`src/rtl/result_capture_fifo.sv`:
```
// Result capture buffer: stores {flags,result} per executed instruction and
// drains it first-word-fall-through over valid/ready, then reports drained.
module result_capture_fifo #(
    parameter int DATA_W = 8,
    parameter int FLAG_W = 4,
    parameter int DEPTH  = 8,
    parameter int CNT_W  = 16
) (
    input  logic                       clk,
    input  logic                       reset_n,
    input  logic                       in_valid,
    input  logic [DATA_W-1:0]          in_result,
    input  logic [FLAG_W-1:0]          in_flags,
    input  logic                       in_done,
    output logic                       in_ready,
    output logic                       out_valid,
    output logic [FLAG_W+DATA_W-1:0]   out_data,
    input  logic                       out_ready,
    output logic [$clog2(DEPTH):0]     count,
    output logic                       overflow,
    output logic [CNT_W-1:0]           total_results,
    output logic                       drained
);

    localparam int PTR_W   = $clog2(DEPTH);
    localparam int ENTRY_W = FLAG_W + DATA_W;

    localparam logic [PTR_W:0]   FULL_COUNT = (PTR_W+1)'(DEPTH);
    localparam logic [PTR_W:0]   CNT_ONE    = (PTR_W+1)'(1'b1);
    localparam logic [PTR_W:0]   CNT_ZERO   = (PTR_W+1)'(1'b0);
    localparam logic [PTR_W-1:0] PTR_ONE    = PTR_W'(1'b1);
    localparam logic [PTR_W-1:0] PTR_ZERO   = PTR_W'(1'b0);
    localparam logic [CNT_W-1:0] TOTAL_MAX  = {CNT_W{1'b1}};
    localparam logic [CNT_W-1:0] TOTAL_ONE  = CNT_W'(1'b1);
    localparam logic [CNT_W-1:0] TOTAL_ZERO = CNT_W'(1'b0);
    localparam logic [ENTRY_W-1:0] ENTRY_ZERO = ENTRY_W'(1'b0);

    typedef enum logic [1:0] {
        ST_RUN      = 2'd0,
        ST_FLUSH    = 2'd1,
        ST_FINISHED = 2'd2
    } state_t;

    logic [ENTRY_W-1:0] mem_r [DEPTH];
    logic [PTR_W-1:0]   wr_ptr_r;
    logic [PTR_W-1:0]   rd_ptr_r;
    logic [PTR_W:0]     count_r;
    logic [PTR_W:0]     count_next_s;
    state_t             state_r;
    state_t             state_next_s;
    logic               overflow_r;
    logic [CNT_W-1:0]   total_r;
    logic               full_s;
    logic               in_ready_s;
    logic               out_valid_s;
    logic               push_s;
    logic               pop_s;
    logic               drop_s;

    // Handshake qualification; a full buffer refuses pushes even when popping
    always_comb begin
        full_s      = (count_r == FULL_COUNT);
        in_ready_s  = (state_r == ST_RUN) && !full_s;
        out_valid_s = (state_r != ST_FINISHED) && (count_r != CNT_ZERO);
        push_s      = in_valid && in_ready_s;
        pop_s       = out_valid_s && out_ready;
        drop_s      = in_valid && (state_r == ST_RUN) && full_s;
    end

    // Occupancy after this cycle's push/pop
    always_comb begin
        if (push_s && !pop_s) begin
            count_next_s = count_r + CNT_ONE;
        end else if (pop_s && !push_s) begin
            count_next_s = count_r - CNT_ONE;
        end else begin
            count_next_s = count_r;
        end
    end

    // End-of-execution sequencing; FLUSH exits on the edge that empties the buffer
    always_comb begin
        state_next_s = state_r;
        case (state_r)
            ST_RUN: begin
                if (in_done) begin
                    state_next_s = ST_FLUSH;
                end else begin
                    state_next_s = ST_RUN;
                end
            end
            ST_FLUSH: begin
                if (count_next_s == CNT_ZERO) begin
                    state_next_s = ST_FINISHED;
                end else begin
                    state_next_s = ST_FLUSH;
                end
            end
            ST_FINISHED: state_next_s = ST_FINISHED;
            default:     state_next_s = ST_RUN;
        endcase
    end

    // Control state, pointers, occupancy and status registers
    always_ff @(posedge clk or negedge reset_n) begin
        if (!reset_n) begin
            state_r    <= ST_RUN;
            wr_ptr_r   <= PTR_ZERO;
            rd_ptr_r   <= PTR_ZERO;
            count_r    <= CNT_ZERO;
            overflow_r <= 1'b0;
            total_r    <= TOTAL_ZERO;
        end else begin
            state_r <= state_next_s;
            count_r <= count_next_s;
            if (push_s) begin
                wr_ptr_r <= wr_ptr_r + PTR_ONE;
            end
            if (pop_s) begin
                rd_ptr_r <= rd_ptr_r + PTR_ONE;
            end
            if (drop_s) begin
                overflow_r <= 1'b1;
            end
            if (push_s && (total_r != TOTAL_MAX)) begin
                total_r <= total_r + TOTAL_ONE;
            end
        end
    end

    // Entry storage, cleared on reset so the head reads zero afterwards
    always_ff @(posedge clk or negedge reset_n) begin
        if (!reset_n) begin
            for (int i = 0; i < DEPTH; i++) begin
                mem_r[i] <= ENTRY_ZERO;
            end
        end else if (push_s) begin
            mem_r[wr_ptr_r] <= {in_flags, in_result};
        end
    end

    assign in_ready      = in_ready_s;
    assign out_valid     = out_valid_s;
    assign out_data      = mem_r[rd_ptr_r];
    assign count         = count_r;
    assign overflow      = overflow_r;
    assign total_results = total_r;
    assign drained       = (state_r == ST_FINISHED);

endmodule

```
`config.mk`:
```
export PLATFORM = sky130hd
export DESIGN_NAME = result_capture_fifo
export DESIGN_NICKNAME = d
export VERILOG_FILES = /design/src/rtl/result_capture_fifo.sv
export SDC_FILE = /design/constraint.sdc
export NUM_CORES = 1
export LEC_CHECK = 0
export CAP_MARGIN = 15
export CORE_ASPECT_RATIO = 2
export CORE_MARGIN = 5
export CORE_UTILIZATION = 56
export CTS_CLUSTER_DIAMETER = 40
export DETAILED_ROUTE_END_ITERATION = 16
export PLACE_DENSITY = 0.78
export RECOVER_POWER = 50
export SLEW_MARGIN = 0
export SYNTH_ARGS = -nofsm -noshare
export SYNTH_HDL_FRONTEND = slang
export SYNTH_SLANG_ARGS = --single-unit
```
`constraint.sdc`:
```
create_clock -name clk -period 3 [get_ports clk]
set_clock_uncertainty 0.2 [all_clocks]
set_input_delay 0.6 -clock clk [delete_from_list [all_inputs] [get_ports clk]]
set_output_delay 0.6 -clock clk [all_outputs]
set_load 0.02 [all_outputs]
```
# Yosys cells after proc, flatten, opt, wreduce, memory -nomap -nowiden

Cells that the tools add are included.

Flip-flop bits (word level): 125
Input bits: 17
Output and inout bits: 36
Word-level logic and storage cells: 56

$add $sub $neg: 5
Order comparisons: 3
Equal/unequal tests: 5
Mux-type cells: 11
Bitwise logic cells: 2
Reduce and logical (&&, ||, !) cells: 16

Operators by type and width:

| kind                                                        | count |
|---|---|
| bitwise mux 96 bit                                          | 1 |
| binary-select mux 12 bit (select 3 bit)                     | 1 |
| demux 12 bit (select 3 bit)                                 | 1 |
| two-way mux 12 bit                                          | 3 |
| adder 16 x 1 -> 16 bit (second input constant)              | 1 |
| != test 16 bit (second input constant)                      | 1 |
| logical AND 1 bit                                           | 10 |
| greater-or-equal comparator 4 bit (second input constant)   | 2 |
| two-way mux 4 bit                                           | 2 |
| inverter 3 -> 4 bit                                         | 2 |
| adder 3 x 1 -> 3 bit (second input constant)                | 2 |
| case mux 2 bit (3 select lines)                             | 1 |
| adder 4 x 1 -> 4 bit (second input constant)                | 1 |
| equality test 4 bit (second input constant)                 | 1 |
| logical NOT 4 bit                                           | 1 |
| less-than comparator 4 x 1 -> 1 bit (second input constant) | 1 |
| nonzero test 4 bit                                          | 1 |
| subtractor 4 x 1 -> 4 bit (second input constant)           | 1 |
| logical NOT 1 bit                                           | 3 |
| equality test 2 x 1 -> 1 bit (second input constant)        | 1 |
| equality test 2 bit (second input constant)                 | 1 |
| logical NOT 2 bit                                           | 1 |
| two-way mux 2 bit                                           | 1 |
| != test 2 bit (second input constant)                       | 1 |
| two-way mux 1 bit                                           | 1 |

# Logic depth before layout (Yosys ltp)

Depth after elaboration: 11
Mapped depth: 9
Gate-level depth less buffers: 7

# Worst setup path before layout

Ideal clock, no wire load.

Kind: reg-to-output
Start: reg rd_ptr_r[0]
End: out out_data[0]
Arrival: 1858 ps
Data required time: 2200 ps
Path slack: 342 ps
Stages on the path, launching flop included: 5
Path through: dfrtp_1 clkbuf_1 buf_2 mux4_2 mux2_2

Word-level cells in the longest chain between the ends: 4

Ends and longest elaborated chain:

| item                                                   | line | RTL |
|---|---|---|
| start: declaration                                     | 46   | `logic [PTR_W-1:0] rd_ptr_r;` |
| start signal: assignment                               | 120  | `rd_ptr_r <= rd_ptr_r + PTR_ONE;` |
| inverter 3 -> 4 bit (not written as such)              | 144  | `assign out_data = mem_r[rd_ptr_r];` |
| binary-select mux 12 bit (select 3 bit)                | 144  |  |
| two-way mux 12 bit (not written as such) (2 in series) | 144  |  |
| end: declaration                                       | 17   | `output logic [FLAG_W+DATA_W-1:0] out_data,` |

No other way between the ends. The select of a mux whose other input is x is not followed.

# Worst setup path in the final report

Start: reg rd_ptr_r[0]
End: out out_data[1]

The elaborated chain is that of the path after synthesis.

==> flow_metrics.env <==
export IMPL_status="completed"
export IMPL_grt_pass1_wl_um=20500
export IMPL_cts_sinks=125
export IMPL_core_mm2=0.0101
export IMPL_met2_length_um=7030
export IMPL_fill_cells=712
export IMPL_maxCapViolCount=0
export IMPL_drc=0
export IMPL_worstSetupPathType="reg -> out"
export IMPL_synth_top_area_frac=0.539
export IMPL_setup_viol=0
export IMPL_yosysSeqAreaShare=0.539
export IMPL_hold_end="overflow"
export IMPL_synth_area_leaders="dfrtp_1 (54%), mux2_2 (19%), mux4_2 (9.3%)"
export IMPL_fp_dieArea_mm2=0.0126
export IMPL_switchingPower_w=0.00246
export IMPL_syn_nets=406
export IMPL_crit_required_ps=2200
export IMPL_syn2layout_area_growth_pct=24.6
export IMPL_vias=3477
export IMPL_antennaDiodeCount=0
export IMPL_post_route_period_util=0.981
export IMPL_r2r_start="count[0]"
export IMPL_fmax_mhz=340
export IMPL_yosys_warnings=0
export IMPL_dp_hpwl_um=8110
export IMPL_die_w_um=82.0
export IMPL_firstDrtPassIters=4
export IMPL_drt_iter0_drc=188
export IMPL_cts_buffers=17
export IMPL_htreeDepth=4
export IMPL_clock_root_buffer="clkbuf_16"
export IMPL_synth_area_mm2=0.00580
export IMPL_final_cells=608
export IMPL_hp_start="overflow"
export IMPL_die_h_um=154
export IMPL_initial_core_util=0.571
export IMPL_ir_worst_vdd_mv=0.644
export IMPL_synthArstFlopShare=1.00
export IMPL_critPathMaxFanout=9
export IMPL_fin_crit_ps=2940
export IMPL_cp_start_kind="register"
export IMPL_antenna_found_initial=0
export IMPL_yosysTopAreaCell="dfrtp_1"
export IMPL_r2r_slack_ps=350
export IMPL_dp_cells=571
export IMPL_switching_share=0.318
export IMPL_synth_edf_count=0
export IMPL_grt_pass1_vias=4012
export IMPL_path_clk_slew_ps=50
export IMPL_grtUsageTotal=0.218
export IMPL_clk_latency_ps=410
export IMPL_p_int_w=0.00527
export IMPL_ctsLongestPathBuffers=2
export IMPL_synth_top_flop_cell="dfrtp_1"
export IMPL_whs_path_depth=1
export IMPL_synth_cells=384
export IMPL_fp_row_count=52
export IMPL_num_io_pins=53
export IMPL_met3_length_um=368
export IMPL_ant_nets=0
export IMPL_power_density_mw_per_mm2=1070
export IMPL_grt_max_degree=56
export IMPL_gp_congestion=0.768
export IMPL_layout_commonest_cell="dfrtp_1"
export IMPL_hold_class="reg -> reg"
export IMPL_drt_wl_total_um=12400
export IMPL_slew_violations=0
export IMPL_critical_path_arrival_ps=2140
export IMPL_tightest_slew_ps=1390
export IMPL_met1_length_um=4720
export IMPL_pwr_share_seq=0.370
export IMPL_nets=482
export IMPL_grt_setup_unrepaired="no"
export IMPL_io_buffers=52
export IMPL_layout_common_cells="dfrtp_1 (123), mux2_2 (97), clkdlybuf4s50_1 (31)"
export IMPL_p_leak_nw=3.29
export IMPL_hold_viol_final=0
export IMPL_synth_cell_types=43
export IMPL_synth_avg_cell_area_um2=15.1
export IMPL_drive_above_1_share=0.400
export IMPL_slew_headroom=0.0702
export IMPL_end_kind="primary output"
export IMPL_routedWlPerCell_um=20.3
export IMPL_via_per_inst=5.72
export IMPL_top_layer="met4"
export IMPL_cts_tree="yes"
export IMPL_reg2reg_depth=7
export IMPL_clkPwrFrac=0.257
export IMPL_reg2reg_to="state_r[0]"
export IMPL_dpl_cell_area_mm2=0.00660
export IMPL_ys_seq_elements=125
export IMPL_fin_area_mm2=0.00723
export IMPL_grt_overflow_total=0
export IMPL_power_frac_comb=0.372
[critical path, stage by stage, from the launching register on]
cell             delay, ps
dfrtp_2                460
clkbuf_16              210
mux4_2                 510
mux2_2                 270
clkdlybuf4s15_1        280
[power groups by stage]
stage          registers [W]  logic, W  clock network, W
2_1_floorplan        0.00273   0.00200                 0
3_3_place_gp         0.00280   0.00285                 0
3_5_place_dp         0.00286   0.00293                 0
4_1_cts              0.00285   0.00284           0.00202
5_1_grt              0.00296   0.00311           0.00211
6_report             0.00286   0.00288           0.00199
[sequential cells by signal, summed over array words and instances (netlist names)]
register       flops
count              4
rd_ptr_r           3
total_results     16
wr_ptr_r           3
mem_r             96
overflow           1
state_r            2
[area by class of cell]
type                            count  area (µm²)  share of cell area
Clock buffer                       18         439              0.0608
Multi-Input combinational cell    233        2540               0.352
Inverter                            6        22.5             0.00312
Timing Repair Buffer               77         773               0.107
Clock inverter                     14         146              0.0203
Tap cell                          135         169              0.0234
Sequential cell                   125        3130               0.433
[layer usage]
layer | global-route usage | up-vias
li1 | - | 1574
met1 | 0.256 | 1821
met2 | 0.377 | 61
met3 | 0.0480 | 21
met4 | 0.0848 | 0
met5 | 0 | -
[repair_timing]
item,CTS,global route
setup buffers,0,3
hold buffers,1,0
gates resized for setup,15,15
endpoints found under the hold margin,22,0
setup endpoints to repair,14,13
cloned,0,1
[worst max-delay path by stage]
stage               slack (ps)         from           to  cells after the start
finish                      60  rd_ptr_r[0]  out_data[1]                      4
global route                 3  rd_ptr_r[0]  out_data[1]                      4
detailed placement          20     in_valid    mem_r[36]                      6
CTS                        -10  rd_ptr_r[0]  out_data[6]                      4
floorplan                  340  rd_ptr_r[0]  out_data[0]                      4
global placement            60     in_valid    mem_r[47]                      6
[cell usage after synthesis (2+ instances only)]
cell type	n
inv_1	6
nor4b_4	2
nand2b_1	3
and4_1	2
buf_2	7
buf_1	3
buf_4	5
and3_1	5
nor3_1	2
nand2_1	14
xor2_1	7
mux4_2	24
ha_1	5
mux2_1	14
nand4b_1	2
nand3_1	5
xnor2_1	15
dfrtp_1	125
nor2_1	6
or3b_4	2
a21boi_0	2
clkbuf_1	5
nand4_1	7
mux2_2	97
[per-stage QoR]
stage,hold WS [ps],setup WS (ps),power (W),TNS (ps),util
6_report,270,56.2,0.00773,0,0.712
5_1_grt,295,2.81,0.00818,0,0.712
4_1_cts,285,-14.5,0.00771,-14.5,0.707
3_5_place_dp,264,24.5,0.00580,0,0.650
3_3_place_gp,266,61.8,0.00565,0,0.650
2_1_floorplan,104,342,0.00474,0,-
[kinds of logic after synthesis]
logic type / Yosys count / share of synthesized area
AO/OA/AOI/OAI: 12 / 0.0201
XOR/XNOR: 22 / 0.0332
AND/OR/NAND/NOR: 58 / 0.0643
multiplexers: 136 / 0.311
adder cells (fa/ha/maj): 5 / 0.0108
buffers and inverters: 26 / 0.0216
flip-flops: 125 / 0.539
No activity file was read; power rests on OpenSTA's default activity.
